[src/rtl/if_prefetch_queue.sv]
// Instruction-fetch front end: issues in-order word fetches, tags each with its pc and
// buffers the returned instructions for decode. A redirect flushes everything and refetches.
module if_prefetch_queue #(
  parameter int          DEPTH    = 4,
  parameter logic [31:0] RESET_PC = 32'h0
) (
  input  logic        clk,
  input  logic        reset,
  input  logic        redirect,
  input  logic [31:0] redirect_pc,
  output logic        imem_req_valid,
  output logic [31:0] imem_req_addr,
  input  logic        imem_req_ready,
  input  logic        imem_rsp_valid,
  input  logic [31:0] imem_rsp_data,
  output logic        out_valid,
  output logic [31:0] out_instr,
  output logic [31:0] out_pc,
  input  logic        out_ready,
  output logic [1:0]  dbg_state
);

  localparam int AW = $clog2(DEPTH);
  localparam int CW = AW + 1;

  typedef enum logic [1:0] {
    ST_IDLE  = 2'd0,
    ST_FETCH = 2'd1,
    ST_FLUSH = 2'd2
  } state_e;

  state_e          state_q, state_d;
  logic [31:0]     fetch_pc_q, fetch_pc_d;
  logic [CW-1:0]   pending_q, pending_d;
  logic [CW-1:0]   count_q, count_d;
  logic [CW-1:0]   drop_q, drop_d;
  logic [AW-1:0]   tag_wr_q, tag_rd_q, q_wr_q, q_rd_q;
  logic [31:0]     tag_mem_q [DEPTH];
  logic [31:0]     q_pc_q    [DEPTH];
  logic [31:0]     q_instr_q [DEPTH];

  logic            req_fire, rsp_ok, rsp_acc, pop, redir_en;
  logic [CW:0]     occupancy;
  logic [CW-1:0]   outstanding;

  // Handshakes: a request transfers when imem_req_valid & imem_req_ready at a rising edge;
  // responses have no back-pressure (imem_rsp_valid alone transfers); decode consumes on
  // out_valid & out_ready.
  assign occupancy      = {1'b0, pending_q} + {1'b0, count_q};
  assign imem_req_valid = (state_q == ST_FETCH) && (occupancy < (CW+1)'(DEPTH));
  assign imem_req_addr  = fetch_pc_q;
  assign req_fire       = imem_req_valid & imem_req_ready;
  assign out_valid      = (count_q != '0);
  assign pop            = out_valid & out_ready;
  assign redir_en       = redirect && (state_q != ST_IDLE);
  // Only one of pending/drop is non-zero at a time: pending in FETCH, drop in FLUSH.
  assign outstanding    = pending_q + drop_q;
  assign rsp_ok         = imem_rsp_valid && (outstanding != '0);
  assign out_pc         = q_pc_q[q_rd_q];
  assign out_instr      = q_instr_q[q_rd_q];
  assign dbg_state      = state_q;

  always_comb begin
    state_d    = state_q;
    fetch_pc_d = fetch_pc_q;
    pending_d  = pending_q;
    count_d    = count_q;
    drop_d     = drop_q;
    rsp_acc    = 1'b0;
    case (state_q)
      ST_IDLE: state_d = ST_FETCH;
      ST_FETCH: begin
        rsp_acc   = imem_rsp_valid && (pending_q != '0);
        pending_d = pending_q + CW'(req_fire) - CW'(rsp_acc);
        count_d   = count_q + CW'(rsp_acc) - CW'(pop);
        if (req_fire) fetch_pc_d = fetch_pc_q + 32'd4;
      end
      ST_FLUSH: begin
        if (rsp_ok) begin
          drop_d = drop_q - CW'(1);
          if (drop_q == CW'(1)) state_d = ST_FETCH;
        end
      end
      default: state_d = ST_IDLE;
    endcase
    // Redirect overrides everything; a request accepted this cycle is still owed a response.
    if (redir_en) begin
      rsp_acc    = 1'b0;
      fetch_pc_d = redirect_pc;
      pending_d  = '0;
      count_d    = '0;
      drop_d     = outstanding + CW'(req_fire) - CW'(rsp_ok);
      state_d    = (drop_d == '0) ? ST_FETCH : ST_FLUSH;
    end
  end

  always_ff @(posedge clk or posedge reset) begin
    if (reset) begin
      state_q    <= ST_IDLE;
      fetch_pc_q <= RESET_PC;
      pending_q  <= '0;
      count_q    <= '0;
      drop_q     <= '0;
      tag_wr_q   <= '0;
      tag_rd_q   <= '0;
      q_wr_q     <= '0;
      q_rd_q     <= '0;
    end else begin
      state_q    <= state_d;
      fetch_pc_q <= fetch_pc_d;
      pending_q  <= pending_d;
      count_q    <= count_d;
      drop_q     <= drop_d;
      if (redir_en) begin
        tag_wr_q <= '0;
        tag_rd_q <= '0;
        q_wr_q   <= '0;
        q_rd_q   <= '0;
      end else begin
        if (req_fire) tag_wr_q <= tag_wr_q + AW'(1);
        if (rsp_acc) begin
          tag_rd_q <= tag_rd_q + AW'(1);
          q_wr_q   <= q_wr_q + AW'(1);
        end
        if (pop) q_rd_q <= q_rd_q + AW'(1);
      end
    end
  end

  always_ff @(posedge clk) begin
    if (req_fire) tag_mem_q[tag_wr_q] <= fetch_pc_q;
  end

  // Queue storage is reset so out_instr/out_pc read zero after reset.
  always_ff @(posedge clk or posedge reset) begin
    if (reset) begin
      for (int i = 0; i < DEPTH; i++) begin
        q_pc_q[i]    <= '0;
        q_instr_q[i] <= '0;
      end
    end else if (rsp_acc) begin
      q_pc_q[q_wr_q]    <= tag_mem_q[tag_rd_q];
      q_instr_q[q_wr_q] <= imem_rsp_data;
    end
  end

  // A response with nothing outstanding is a memory-side protocol error.
  assert property (@(posedge clk) disable iff (reset)
    !(imem_rsp_valid && (pending_q == '0) && (drop_q == '0)));

endmodule

[config.mk]
export PLATFORM = sky130hd
export DESIGN_NAME = if_prefetch_queue
export DESIGN_NICKNAME = d
export VERILOG_FILES = /design/src/rtl/if_prefetch_queue.sv
export SDC_FILE = /design/constraint.sdc
export NUM_CORES = 1
export LEC_CHECK = 0
export ABC_AREA = 1
export BUFFER_PORTS_ARGS = -buffer_cell sky130_fd_sc_hd__buf_2
export CORE_MARGIN = 4
export CORE_UTILIZATION = 50
export CTS_BUF_LIST = sky130_fd_sc_hd__clkbuf_2
export DETAILED_ROUTE_END_ITERATION = 10
export HOLD_SLACK_MARGIN = 0.08
export PLACE_DENSITY = 0.76
export SYNTH_ARGS = -nofsm -noshare
export SYNTH_HDL_FRONTEND = slang
export SYNTH_SLANG_ARGS = --single-unit
[constraint.sdc]
create_clock -name clk -period 33.6 [get_ports clk]
set_input_delay 6.72 -clock clk [delete_from_list [all_inputs] [get_ports clk]]
set_output_delay 6.72 -clock clk [all_outputs]
set_load 0.01 [all_outputs]
# Word-level counts from Yosys, hierarchy flattened
# Memory sizes are Yosys's and may differ from the RTL's.
# Index checks and enable logic that the tools add are counted.
# Widths: inputs -> output; s select.
[totals] reg_bits=307 latchBits=0 ram_bits=128 mem_bits_ro=0 input_bits=70 output_inout_bits=100 memories=1
[memory_table] memory="tag_mem_q" depth=4 width=32 read_ports=1 rd_clocked_by_memory_dff=0 write_ports=1 line_no="38" rtl="logic [31:0] tag_mem_q [DEPTH];"
[op_classes] add_sub_neg=14 n_mul=0 div_mod_pow=0 order_cmp=4 n_eq_ne=6 shifts=0 n_mux=37 bitwise_logic=4 reduce_logical=20
[op_table] operator="$bwmux 128" count=2
[op_table] operator="$mux 32" count=8
[op_table] operator="$bmux 32 s2" count=2
[op_table] operator="$demux 32 s2" count=1
[op_table] operator="$add 32x3->32 const B" count=1
[op_table] operator="$mux 2" count=12
[op_table] operator="$mux 3" count=7
[op_table] operator="$reduce_bool 2->1" count=7
[op_table] operator="$add 3x1->3" count=3
[op_table] operator="$reduce_bool 3->1" count=3
[op_table] operator="$sub 3x1->3" count=3
[op_table] operator="$add 2x1->2 const B" count=4
[op_table] operator="$ge 3x3->1 const B" count=2
[op_table] operator="$ne 3x3->1 const B" count=2
[op_table] operator="$not 2->3" count=2
[op_table] operator="$pmux 2 s3" count=1
[op_table] operator="$logic_and 1x1->1" count=5
[op_table] operator="$add 3x3->4" count=1
[op_table] operator="$lt 4x3->1 const B" count=1
[op_table] operator="$mux 1" count=4
[op_table] operator="$reduce_and 2->1" count=2
[op_table] operator="$add 3x3->3" count=1
[op_table] operator="$eq 3x1->1 const B" count=1
[op_table] operator="$logic_not 3->1" count=1
[op_table] operator="8 further kinds" count=9

# Depth between registers and ports, before layout
[depth] depth_word=9 depth_mapped=18 ltp_nobuf=18

# Worst setup path before layout
# OpenSTA, ideal clock, no wires.
[synth_timing] path_kind="input port to flip-flop" start="input imem_req_ready" end="memory tag_mem_q[0][0], enable pin" setup_time_ns=0.421 arrival_ns=8.185 t_required_ns=33.179 setup_slack_ns=24.994 stages=2 path_buffers=0 path_cell_list="nand2_4 -> nor2_1"
[synth_between] elab_chain_cells=3
[synth_lines] element="start, declared" line_no="13" rtl="input logic imem_req_ready,"
[synth_lines] element="$and 1x1->1" line_no="52" rtl="assign req_fire = imem_req_valid & imem_req_ready;"
[synth_lines] element="$mux 1" line_no="131" rtl="if (req_fire) tag_mem_q[tag_wr_q] <= fetch_pc_q;"
[synth_lines] element="$mux 1 (implied by the code)" line_no="131"
[synth_lines] element="end, declared" line_no="38"
# No other way between the ends.

# Worst setup path after layout
[layout_timing] start="register q_rd_q[1]" end="output out_pc[9]"
[layout_between] elab_chain_cells=4
[layout_lines] element="start, declared" line_no="37" rtl="logic [AW-1:0] tag_wr_q, tag_rd_q, q_wr_q, q_rd_q;"
[layout_lines] element="start signal, assigned" line_no="125" rtl="if (pop) q_rd_q <= q_rd_q + AW'(1);"
[layout_lines] element="$not 2->3 (implied by the code)" line_no="59" rtl="assign out_pc = q_pc_q[q_rd_q];"
[layout_lines] element="$bmux 32 s2" line_no="59"
[layout_lines] element="$mux 32 (implied by the code) (2 in series)" line_no="59"
[layout_lines] element="end, declared" line_no="18" rtl="output logic [31:0] out_pc,"
# No other way between the ends. The select of a mux whose other input is x is not followed.

==> run summary <==
status: completed
Crit Path Max Fanout: 65
R2R Path Start: pending_q[1]$_DFFE_PP0P_
pin count of the biggest net entering global routing: 142
#FFs+latches synth: 435
area of the mapped netlist: 20,270 um^2
Sink Count: 435
CTS tree: built
vias per cell: 5.713
relative slew slack: 0.09905
CTS clk-pin slew, worst paths: 0.11 ns
warnings from Yosys: 0
Pre-Repair DR Iteration Count: 6
vias in the first global route: 17,577
reg2reg path depth: 9
Synthesized Nets: 2,451
most frequent cell after synthesis: nand2_1
layout cells sized above 1: 0.1476
Final period util: 0.3189
ys flop type: dfrtp_1
Flop pwr share: 0.431
CP Launch Point: q_rd_q[1]$_DFFE_PP0P_
Die ar.: 43,820 um^2
Hold-fix buffers, CTS: 0
critical path depth: 5
MaxCap Viol Count: 0
post-synthesis sequential area ratio: 0.5687
Post-DRT Antenna Nets: 0
Crit-path slowest cell: dfrtp_2
CP startpoint kind: register
post-synth top area cell: dfrtp_1
cell family contributing the most delay on the critical path: flip-flops
num ports: 170
drt drc: 0
CTS Buf Count: 111
Core Rows: 73
FMAX: 0.09332 GHz
Yosys top cell area share: 0.3791
Post-CTS Setup Repair Bufs: 0
VDD IR-drop max: 68.07 uV
Async SR Flop Fraction: 0.7057
Synth Instances: 2,357
Post-synth top cells: nand2_1 (709), o21ai_0 (483), dfrtp_1 (307)
H-tree depth: 3
Die X: 209.3 um
Worst Setup Path Type: register to output port
first-pass GRT wire length: 91.31 mm
clock share of power: 0.194
syn avg cell area: 8.599 um^2
Hold Vio Cnt, Final: 0
Internal Power: 1.032 mW
GP Congestion: 0.8980
Initial Utilization: 0.5078
Power Dens Cells: 82.59 nW/um^2
crit-path cells: clkinv_1 > buf_4 > o21ai_0 > o22ai_1 > buf_2
Port Buffer Count: 169
grt total ovfl: 0
Sw Pwr: 0.8061 mW
Chip Height: 209.3 um
CP max stage delay: 1.27 ns
post-layout util: 0.5576
WP data required: 26.88 ns
Hold Crit Class: register to register
worst skew pair latency: 1.08 ns
crit end category: output port
Worst Tran Pin Value: 1.351 ns
EDFF count, synth: 128
hold_sp: drop_q[1]$_DFFE_PP0P_
RSZ-0062 raised after global routing: no
Layout Nets: 2,595
vias: 17,823
post-CTS resize count: 0
CTS root buf: clkbuf_2
gr usage total: 0.2561
min cycle time layout: 10.72 ns
Final Max Tran Viols: 0
buffers plus inverters on the worst setup path: 3
P_leak: 11.05 nW
dpl hpwl: 32.24 mm
Layout area overhead: 9.810%
routed wire length: 56.96 mm
hold path cells: 2
initial drt markers: 1,754
worst clock skew: 0.1014 ns
Area contributors post-synth: dfrtp_1 (38%), edfxtp_1 (19%), nand2_1 (13%)
Sw Ratio: 0.4386
Comb pwr share: 0.375
final setup vio count: 0
critical path data arrival time: 4.00 ns
core area: 39,910 um^2
antenna violations before repair: 1
WL per Instance: 18.26 um
Longest Clk Path Bufs: 3
Netlist cell types: 36
setup TNS: 0 ns
[path summary, 6_finish.rpt]
kind / to / slack (ns)
min reg2reg: drop_q[1]$_DFFE_PP0P_ / 0.48
max: out_pc[9] / 22.88
max reg2reg: q_pc_q[33]$_DFFE_PP0P_ / 30.20
max in group asynchronous: q_pc_q[110]$_DFFE_PP0P_ / 25.08
min in group asynchronous: q_instr_q[3]$_DFFE_PP0P_ / 5.89
min: drop_q[1]$_DFFE_PP0P_ / 0.48
[cell families (layout without fill, tap and decap cells)]
family          Yosys count  in the layout  share of synthesized area
fa+ha+maj                24             24                    0.01630
other cells               0              1                          0
compound gates          603            603                     0.1566
simple gates           1064           1064                     0.2072
flops                   435            435                     0.5687
buf+inv                 220            457                    0.04643
xor+xnor                 11             11                   0.004754
[worst register-to-register path: stages, from the launching register on]
cell and delay (ns):
dfrtp_1 0.46, nor2_1 0.13, nand2_1 0.05, nand2_1 0.10, inv_2 0.07, nand3_4 0.63, buf_4 0.85, buf_4 0.71
o21ai_0 0.25, nand2_1 0.10
[cell type report]
class,count,area [um^2]
Antenna cell,1,2.502
Clock buffer,157,785.8
Clock inverter,49,225.2
Fill cell,3572,17660
Inverter,63,247.7
Multi-Input combinational cell,1702,7818
Sequential cell,435,11530
Tap cell,525,656.9
Timing Repair Buffer,188,988.4
[per-stage QoR]
stage	hold slack, ns	power [mW]	cell area, um^2	setup WS (ns)	std cells
floorplan	0.4419	1.212	20270	18.39	2357
global placement	0.4565	1.462	21240	23.88	2913
detailed placement	0.4674	1.485	21240	23.83	2913
CTS	0.4862	1.843	22250	22.83	3119
global route	0.5156	1.972	22260	22.66	3120
finish	0.4813	1.838	22260	22.88	3120
[cells in the final DEF, fill, tap and decap left out, types with 2 or more instances in the layout]
cell type | Yosys | routed
nand2_1 | 709 | 709
o21ai_0 | 483 | 483
dfrtp_1 | 307 | 305
nor2_1 | 298 | 294
buf_2 | 54 | 169
clkbuf_2 | 3 | 157
edfxtp_1 | 128 | 128
o22ai_1 | 100 | 100
inv_1 | 60 | 53
clkinv_1 | 0 | 38
nand3_1 | 32 | 32
ha_1 | 20 | 20
buf_4 | 1 | 19
nand3b_1 | 13 | 13
clkinv_2 | 0 | 10
inv_2 | 2 | 7
xnor2_1 | 7 | 7
a21oi_1 | 6 | 6
nor2_8 | 4 | 4
xor2_1 | 4 | 4
nor2_2 | 0 | 4
o21ai_1 | 4 | 4
fa_1 | 4 | 4
a31oi_1 | 3 | 3
o21a_1 | 3 | 3
nor2_4 | 2 | 2
nand4_1 | 2 | 2
[power by group through the flow]
| stage | registers, mW | clock network, mW | logic, mW |
|---|---|---|---|
| floorplan | 0.753 | 0 | 0.458 |
| global placement | 0.793 | 0 | 0.669 |
| detailed placement | 0.799 | 0 | 0.686 |
| CTS | 0.787 | 0.366 | 0.690 |
| global route | 0.805 | 0.398 | 0.768 |
| finish | 0.793 | 0.356 | 0.689 |
[per-layer routing]
layer  track usage  routed length [um]
met1        0.3353               23320
met2        0.4224               27020
met3       0.05217                5043
met4        0.1010                1577
met5             0                   0
[flip-flops by register name, summed over array words and instances (netlist names)]
signal,cells
q_instr_q,128
q_pc_q,128
tag_wr_q,2
q_wr_q,2
tag_mem_q,128
count_q,3
drop_q,3
imem_req_addr,32
dbg_state,2
q_rd_q,2
tag_rd_q,2
pending_q,3
(Power assumes the default switching activity.)
